## src/rtl/mem_access_unit.sv

```systemverilog
// MEM-stage load/store initiator: checks alignment and range, drives a ready-handshaked
// memory port, and extends load data back to the pipeline.
module mem_access_unit #(
    parameter int unsigned TIMEOUT = 16,
    parameter logic [31:0] DM_TOP  = 32'h0000_2FFF
) (
    input  logic        clk,
    input  logic        reset,
    input  logic        op_valid,
    input  logic [2:0]  op_type,
    input  logic [31:0] addr,
    input  logic [31:0] wdata,
    output logic        stall,
    output logic        done,
    output logic [31:0] rdata,
    output logic        exc_valid,
    output logic [4:0]  exc_code,
    output logic        m_req,
    output logic        m_we,
    output logic [31:0] m_addr,
    output logic [3:0]  m_be,
    output logic [31:0] m_wdata,
    input  logic        m_ready,
    input  logic [31:0] m_rdata
);

    typedef enum logic [1:0] {
        IDLE = 2'd0,
        REQ  = 2'd1,
        DONE = 2'd2,
        ERR  = 2'd3
    } state_t;

    localparam logic [2:0] OP_LW  = 3'd0;
    localparam logic [2:0] OP_LH  = 3'd1;
    localparam logic [2:0] OP_LHU = 3'd2;
    localparam logic [2:0] OP_LB  = 3'd3;
    localparam logic [2:0] OP_LBU = 3'd4;
    localparam logic [2:0] OP_SW  = 3'd5;
    localparam logic [2:0] OP_SH  = 3'd6;

    localparam int unsigned    CNT_W        = $clog2(TIMEOUT) + 1;
    localparam logic [CNT_W-1:0] TIMEOUT_LAST = CNT_W'(TIMEOUT - 1);

    state_t           state;
    state_t           next_state;
    logic [2:0]       op_reg;
    logic [31:0]      addr_reg;
    logic [31:0]      wdata_reg;
    logic [31:0]      rdata_reg;
    logic [4:0]       code_reg;
    logic [CNT_W-1:0] cnt;

    function automatic logic is_store(input logic [2:0] t);
        return (t >= OP_SW);
    endfunction

    // 2 = word, 1 = half, 0 = byte
    function automatic logic [1:0] acc_size(input logic [2:0] t);
        case (t)
            OP_LW, OP_SW:         return 2'd2;
            OP_LH, OP_LHU, OP_SH: return 2'd1;
            default:              return 2'd0;
        endcase
    endfunction

    function automatic logic access_ok(input logic [2:0] t, input logic [31:0] a);
        logic [1:0] sz;
        logic       aligned;
        logic       in_dm;
        logic       in_timer;
        logic       ok;
        sz       = acc_size(t);
        aligned  = (sz == 2'd2) ? (a[1:0] == 2'b00) :
                   (sz == 2'd1) ? (a[0] == 1'b0) : 1'b1;
        in_dm    = (a <= DM_TOP);
        in_timer = ((a >= 32'h0000_7F00) && (a <= 32'h0000_7F0B)) ||
                   ((a >= 32'h0000_7F10) && (a <= 32'h0000_7F1B));
        ok       = aligned && (in_dm || (in_timer && (sz == 2'd2)));
        // timer count registers are read-only
        if (is_store(t) && ((a == 32'h0000_7F08) || (a == 32'h0000_7F18))) begin
            ok = 1'b0;
        end else begin
            ok = ok;
        end
        return ok;
    endfunction

    function automatic logic [3:0] byte_en(input logic [2:0] t, input logic [1:0] off);
        case (acc_size(t))
            2'd2:    return 4'b1111;
            2'd1:    return 4'b0011 << off;
            default: return 4'b0001 << off;
        endcase
    endfunction

    function automatic logic [31:0] lane_data(input logic [2:0] t, input logic [31:0] d);
        case (acc_size(t))
            2'd2:    return d;
            2'd1:    return {2{d[15:0]}};
            default: return {4{d[7:0]}};
        endcase
    endfunction

    function automatic logic [31:0] load_extend(input logic [2:0] t, input logic [1:0] off,
                                                input logic [31:0] w);
        logic [31:0] s;
        s = w >> {off, 3'b000};
        case (t)
            OP_LW:   return w;
            OP_LH:   return {{16{s[15]}}, s[15:0]};
            OP_LHU:  return {16'h0000, s[15:0]};
            OP_LB:   return {{24{s[7]}}, s[7:0]};
            OP_LBU:  return {24'h00_0000, s[7:0]};
            default: return 32'h0000_0000;
        endcase
    endfunction

    // State register
    always_ff @(posedge clk) begin
        if (reset) begin
            state <= IDLE;
        end else begin
            state <= next_state;
        end
    end

    // Operation capture, wait counter and load capture
    always_ff @(posedge clk) begin
        if (reset) begin
            op_reg    <= 3'd0;
            addr_reg  <= 32'h0000_0000;
            wdata_reg <= 32'h0000_0000;
            rdata_reg <= 32'h0000_0000;
            code_reg  <= 5'd0;
            cnt       <= {CNT_W{1'b0}};
        end else begin
            case (state)
                IDLE: begin
                    if (op_valid) begin
                        op_reg    <= op_type;
                        addr_reg  <= addr;
                        wdata_reg <= wdata;
                        cnt       <= {CNT_W{1'b0}};
                        code_reg  <= access_ok(op_type, addr) ? 5'd0 :
                                     (is_store(op_type) ? 5'd5 : 5'd4);
                    end
                end
                REQ: begin
                    if (m_ready) begin
                        rdata_reg <= load_extend(op_reg, addr_reg[1:0], m_rdata);
                    end else if (cnt == TIMEOUT_LAST) begin
                        code_reg <= 5'd7;
                    end else begin
                        cnt <= cnt + CNT_W'(1);
                    end
                end
                default: begin
                end
            endcase
        end
    end

    // Next-state and output decode
    always_comb begin
        next_state = state;
        stall      = 1'b0;
        done       = 1'b0;
        rdata      = 32'h0000_0000;
        exc_valid  = 1'b0;
        exc_code   = 5'd0;
        m_req      = 1'b0;
        m_we       = 1'b0;
        m_addr     = 32'h0000_0000;
        m_be       = 4'b0000;
        m_wdata    = 32'h0000_0000;
        case (state)
            IDLE: begin
                if (op_valid) begin
                    stall      = 1'b1;
                    next_state = access_ok(op_type, addr) ? REQ : ERR;
                end else begin
                    next_state = IDLE;
                end
            end
            REQ: begin
                stall   = 1'b1;
                m_req   = 1'b1;
                m_we    = is_store(op_reg);
                m_addr  = {addr_reg[31:2], 2'b00};
                m_be    = byte_en(op_reg, addr_reg[1:0]);
                m_wdata = is_store(op_reg) ? lane_data(op_reg, wdata_reg) : 32'h0000_0000;
                if (m_ready) begin
                    next_state = DONE;
                end else if (cnt == TIMEOUT_LAST) begin
                    next_state = ERR;
                end else begin
                    next_state = REQ;
                end
            end
            DONE: begin
                done       = 1'b1;
                rdata      = rdata_reg;
                next_state = IDLE;
            end
            ERR: begin
                done       = 1'b1;
                exc_valid  = 1'b1;
                exc_code   = code_reg;
                next_state = IDLE;
            end
            default: begin
                next_state = IDLE;
            end
        endcase
    end

endmodule

```

## config.mk

```make
export PLATFORM = sky130hd
export DESIGN_NAME = mem_access_unit
export DESIGN_NICKNAME = d
export VERILOG_FILES = /design/src/rtl/mem_access_unit.sv
export SDC_FILE = /design/constraint.sdc
export NUM_CORES = 1
export LEC_CHECK = 0
export BUFFER_PORTS_ARGS = -buffer_cell sky130_fd_sc_hd__buf_2
export CAP_MARGIN = 30
export CORE_ASPECT_RATIO = 2
export CORE_UTILIZATION = 45
export CTS_CLUSTER_SIZE = 8
export DETAILED_ROUTE_END_ITERATION = 10
export GPL_ROUTABILITY_DRIVEN = 0
export PLACE_DENSITY = 0.73
export SYNTH_ARGS = -nofsm -noshare
export SYNTH_HDL_FRONTEND = slang
export SYNTH_SLANG_ARGS = --single-unit
```

## constraint.sdc

```tcl
create_clock -name clk -period 2 [get_ports clk]
set_input_delay 0.1 -clock clk [delete_from_list [all_inputs] [get_ports clk]]
set_output_delay 0.1 -clock clk [all_outputs]
set_load 0.02 [all_outputs]
```

==> impl_metrics.tcl, run 1 <==
set metrics [dict create \
    status "finished, violations left" \
    violations "setup timing" \
    grt-ovfl-total 0 \
    drc_errors 0 \
    synth_top_family_by_area "simple AND/OR/NAND/NOR gates" \
    yosys_warnings 0 \
    synth_cell_types 50 \
    synth_cells 777 \
    grt_pass1_wl_microns 30400 \
    power_density_nw_per_um2 695 \
    synthSimpleGateAreaFrac 0.307 \
    wirelength_microns 19700 \
    finalInstanceArea_sq_um 8240 \
    dieArea_sq_um 12900 \
    p_sw_mw 1.82 \
    worstMarginPinSlew_ns 0.579 \
    layout_commonest_cell "buf_2" \
    synth_flop_cell "dfxtp_1" \
    via_per_inst 5.45 \
    fillers 1032 \
    die_w_microns 80.9 \
    finalNetCount 1136 \
    drive_gt1_frac 0.340 \
    hold_class "input pin to flop" \
    pwr-share-comb 0.257 \
    seqPwrFrac 0.420 \
    finalPower_mw 5.73 \
    netlist_area_sq_um 5600 \
    sw_frac_of_total 0.318 \
    clk_path_buf_depth 2 \
    ant_nets 0 \
    clockPowerShare 0.323 \
    fin_worst_skew_ns 0.0109 \
    die_h_microns 160 \
    multi_input_area_sq_um 3450 \
    criticalPathCategory "flop to output pin" \
    drt-initial-drc-count 314 \
    critical_path_arrival_ns 2.12 \
    place_ws_ns -0.0766 \
    grt_pass1_vias 6303 \
    h-tree-depth 3 \
    grtUsageTotal 0.305 \
    insertion_delay_ns 0.35 \
    grt_max_degree 69 \
    async_reset_ff_frac 0 \
    p_int_mw 3.91 \
    synth_xor_area_frac 0.00469 \
    portBuffers 208 \
    setup_viol 24 \
    post_dp_cell_area_sq_um 6960 \
    cap_viol_max_count 0 \
    final_cell_mix "buf_2 (182), nand2_1 (180), a21oi_1 (112)" \
    clk_pin_slew_worst_paths_ns 0.08 \
    critPathMaxFanout 8 \
    synth-compound-area-share 0.225 \
    core_sq_um 12100 \
    drv_slew 0 \
    critPathLaunchType "flop" \
    area.sequential_sq_um 2190 \
    finalNonFillerCells 1183 \
    place_inst 1111 \
    wl_per_cell_microns 16.7 \
    fmax_mhz 450 \
    fin_crit_ns 2.22 \
    rsz0062_at_grt "yes" \
    muxShareOfSynthArea 0.00961 \
    hpwl_microns 13600 \
    cts_tree "yes" \
    finalCritPeriodShare 1.11 \
    seq_area_frac_synth 0.390 \
    clock-sinks 109 \
    root_buffer "clkbuf_16" \
    ys_ff_latch 109 \
    crit_required_ns 1.90 \
    area_delta_synth_final_pct 47.2 \
    pin_count 213 \
    initial_utilization 0.462 \
    antenna_found_initial 2 \
    synthAdderAreaFrac 0.00894 \
    worstSetupEndpointType "output pin" \
    peakVddDrop_uv 510 \
    finalWorstSetupSlack_ns -0.220 \
    firstDrtPassIters 5 \
    rows 57 \
    syn-mean-instance-area_sq_um 7.21 \
    cts_buffers 9 \
    p_leak_nw 3.56 \
    final_hold_viol_count 0 \
    vias 6442 \
    max_slew_margin 0.614 \
    synth_edf_count 0 \
]
## through the flow
stage | setup TNS [ns] | utilization | hold slack (ns)
6_report | -4.00 | 0.680 | 0.00705
5_1_grt | -6.29 | 0.680 | 0.00310
4_1_cts | -5.98 | 0.661 | 0.0000788
3_5_place_dp | -0.457 | 0.574 | 0.346
3_3_place_gp | -0.0764 | 0.574 | 0.341
2_1_floorplan | 0 | - | 0.220
## path summary, 6_finish.rpt
kind,startpoint,to,slack (ns),cells past startpoint
max,op_reg[2]$_SDFFE_PP0P_,m_wdata[24],-0.22,9
min,addr[2],addr_reg[2]$_SDFFE_PP0P_,0.007,3
max reg2reg,cnt[0]$_SDFFE_PP0P_,cnt[0]$_SDFFE_PP0P_,0.06,8
min reg2reg,rdata_reg[26]$_SDFFE_PP0P_,rdata_reg[26]$_SDFFE_PP0P_,0.44,2
## Yosys cell counts (2+ instances only)
cell	n	area (sq um)
or2_1	2	12.5
nand3_1	2	10.0
mux2_2	3	33.8
a2111oi_2	2	30.0
a21oi_1	117	586
clkbuf_1	53	199
nor4_1	5	31.3
o221ai_1	7	61.3
nor2b_1	3	18.8
inv_2	4	15.0
inv_1	4	15.0
or3_1	4	25.0
buf_2	6	30.0
dfxtp_1	109	2180
nor3_1	5	25.0
nor2_1	61	229
and2_1	63	394
nand4_1	2	12.5
a31oi_1	8	50.1
o21ai_1	23	115
o21a_1	2	15.0
a211oi_1	2	15.0
a22oi_1	31	233
and3b_1	2	17.5
xor2_1	2	17.5
nand2b_1	17	106
buf_4	5	37.5
mux2i_1	2	20.0
nand2_1	180	676
and3_1	13	81.3
ha_1	4	50.1
buf_1	2	7.51
o21ai_0	15	75.1
## power groups by stage
stage	Combinational (mW)	Sequential (mW)	Clock (mW)
floorplan	0.726	2.41	0
detailed placement	1.17	2.44	0
global route	1.60	2.42	1.97
finish	1.47	2.41	1.85
CTS	1.37	2.40	1.87
global placement	1.15	2.44	0
## critical path, cell delays in order (launching register included)
cell and delay, ns:
dfxtp_2 0.33, or2_4 0.26, a21oi_4 0.16, ha_4 0.24, buf_6 0.13, buf_4 0.16
nor2_1 0.12, a21oi_1 0.06, nor2_1 0.13, buf_4 0.17
## cell families (layout without fill, tap and decap cells)
family	after synthesis	in the layout
simple gates	366	366
compound gates	215	215
flops	109	109
buf+inv	74	328
mux	5	5
fa+ha+maj	4	4
xor+xnor	3	3
other cells	1	6
## per-layer routing
layer / wire [microns] / global-route usage
met5: 0 / 0
met3: 1120 / 0.0617
met1: 6890 / 0.309
met4: 1250 / 0.205
met2: 10400 / 0.539
## final cells by class
type                       instances  share of cell area
clock buffer                      10              0.0278
sequential                       109               0.266
tap                              147              0.0223
multi-input combinational        597               0.418
inverter                           8             0.00364
timing repair buffer             304               0.253
clock inverter                     6             0.00850
antenna                            2            0.000607
## repair_timing
action,in CTS,in global routing
gates cloned,1,0
hold buffers,49,1
resized for setup,61,49
setup endpoints to repair,26,35
buffers inserted,3,2
pin swaps,26,32
hold endpoints to repair,49,1
Note: power is estimated with default switching activity, not from simulation.
==> inputs of run 2 (changes only) <==
PLACE_DENSITY = not set   (was 0.73)
PLACE_DENSITY_LB_ADDON = 0.25   (was not set)
==> impl_metrics.tcl, run 2 (synthesized netlist as in run 1, its figures left out) <==
set metrics [dict create \
    hold_start "addr[14]" \
    grt_pass1_wl_microns 30300 \
    criticalPathCategory "flop to output pin" \
    violations "setup timing" \
    initial_utilization 0.462 \
    drc_errors 0 \
    grt-ovfl-total 0 \
    critPathMaxStageDelay_ns 0.32 \
    worstMarginPinSlew_ns 0.538 \
    p_sw_mw 1.90 \
    status "finished, violations left" \
    path_cells "or2_4, a21oi_2, buf_4, inv_4, ha_4, buf_6, nor2_4, nor2_4, buf_6, a22oi_2, nor2_2, buf_6" \
    finalNonFillerCells 1186 \
    final.setup.tns_ns -5.67 \
    seqPwrFrac 0.407 \
    clk_path_buf_depth 2 \
    clockPowerShare 0.322 \
    critPathMaxFanout 5 \
    insertion_delay_ns 0.35 \
    power_density_nw_per_um2 707 \
    vias 6508 \
    firstDrtPassIters 5 \
    cts_buffers 9 \
    core_sq_um 12100 \
    finalWorstSetupSlack_ns -0.256 \
    grt_pass1_vias 6256 \
    post_dp_cell_area_sq_um 6930 \
    final_util 0.690 \
    wl_per_cell_microns 16.7 \
    drive_gt1_frac 0.348 \
    finalNetCount 1140 \
    cap_viol_max_count 0 \
    fin_worst_skew_ns 0.00871 \
    critPathLaunchType "flop" \
    drv_slew 0 \
    cp-startpoint "op_reg[2]$_SDFFE_PP0P_" \
    r2r_start "cnt[0]$_SDFFE_PP0P_" \
    fin_hold_ws_ns 0.00167 \
    crit_required_ns 1.90 \
    die_w_microns 80.9 \
    finalInstanceArea_sq_um 8370 \
    root_buffer "clkbuf_16" \
    antenna_found_initial 1 \
    peakVddDrop_uv 539 \
    setup_viol 27 \
    p_leak_nw 3.60 \
    wirelength_microns 19800 \
    fin_crit_ns 2.26 \
    pwr-share-comb 0.272 \
    area_delta_synth_final_pct 49.5 \
    hold_class "input pin to flop" \
    die_h_microns 160 \
    h-tree-depth 3 \
    cpMostUsedCell "buf_6" \
    dieArea_sq_um 12900 \
    max_slew_margin 0.641 \
    place_inst 1105 \
    grt_max_degree 73 \
    finalPower_mw 5.91 \
    fmax_mhz 443 \
    slowest_stage "dfxtp_2" \
    p_int_mw 4.01 \
    finalCritPeriodShare 1.13 \
    final_cell_mix "nand2_1 (180), buf_2 (180), a21oi_1 (108)" \
    clock-sinks 109 \
    final_hold_viol_count 0 \
    rsz0062_at_grt "yes" \
    sw_frac_of_total 0.322 \
    critical_path_arrival_ns 2.16 \
    clk_pin_slew_worst_paths_ns 0.08 \
    grtUsageTotal 0.304 \
    hpwl_microns 12700 \
    rows 57 \
    portBuffers 208 \
    ant_nets 0 \
    pin_count 213 \
    place_ws_ns -0.125 \
    drt-initial-drc-count 303 \
    via_per_inst 5.49 \
    worstSetupEndpointType "output pin" \
    cts_tree "yes" \
]
run 2: path summary, 6_finish.rpt:
path / depth (start not counted) / endpoint / slack, ns
min: 3 / addr_reg[14]$_SDFFE_PP0P_ / 0.002
min reg2reg: 2 / rdata_reg[27]$_SDFFE_PP0P_ / 0.44
max reg2reg: 8 / cnt[3]$_SDFFE_PP0P_ / 0.11
max: 12 / m_wdata[11] / -0.26
run 2: worst max-delay path, delay by kind of cell (launching register included):
family	cells	cell delay (ns)
and+or+nand+nor	4	0.47
DFF	1	0.32
AOI/OAI and AO/OA	2	0.29
adders and majority gates	1	0.16
buffers and inverters	5	0.56
run 2: layout make-up:
cell class | instances | area (sq um)
Tap cell | 147 | 184
Antenna cell | 1 | 2.50
Clock inverter | 6 | 78.8
Timing Repair Buffer | 308 | 2180
Clock buffer | 10 | 229
Sequential cell | 109 | 2190
Fill cell | 999 | 3750
Inverter | 8 | 32.5
Multi-Input combinational cell | 597 | 3470
run 2: routing by layer:
metal / vias to the layer above / track usage / share of wire
met5: - / 0 / 0
met4: 0 / 0.179 / 0.054
met3: 79 / 0.0651 / 0.057
met2: 281 / 0.537 / 0.53
met1: 3010 / 0.315 / 0.36
li1: 3138 / - / -
run 2: power groups by stage:
stage | Combinational [mW] | Clock [mW] | Sequential, mW
2_1_floorplan | 0.726 | 0 | 2.41
3_3_place_gp | 1.15 | 0 | 2.44
3_5_place_dp | 1.16 | 0 | 2.44
4_1_cts | 1.50 | 1.93 | 2.40
5_1_grt | 1.73 | 2.01 | 2.42
6_report | 1.61 | 1.90 | 2.41
run 2: what timing repair did:
item,in CTS,in global routing
pin swaps,30,34
hold buffers,52,0
cloned,1,0
gates resized for setup,91,40
setup buffers,11,1
endpoints found under the setup margin,29,37
hold endpoints to repair,52,0
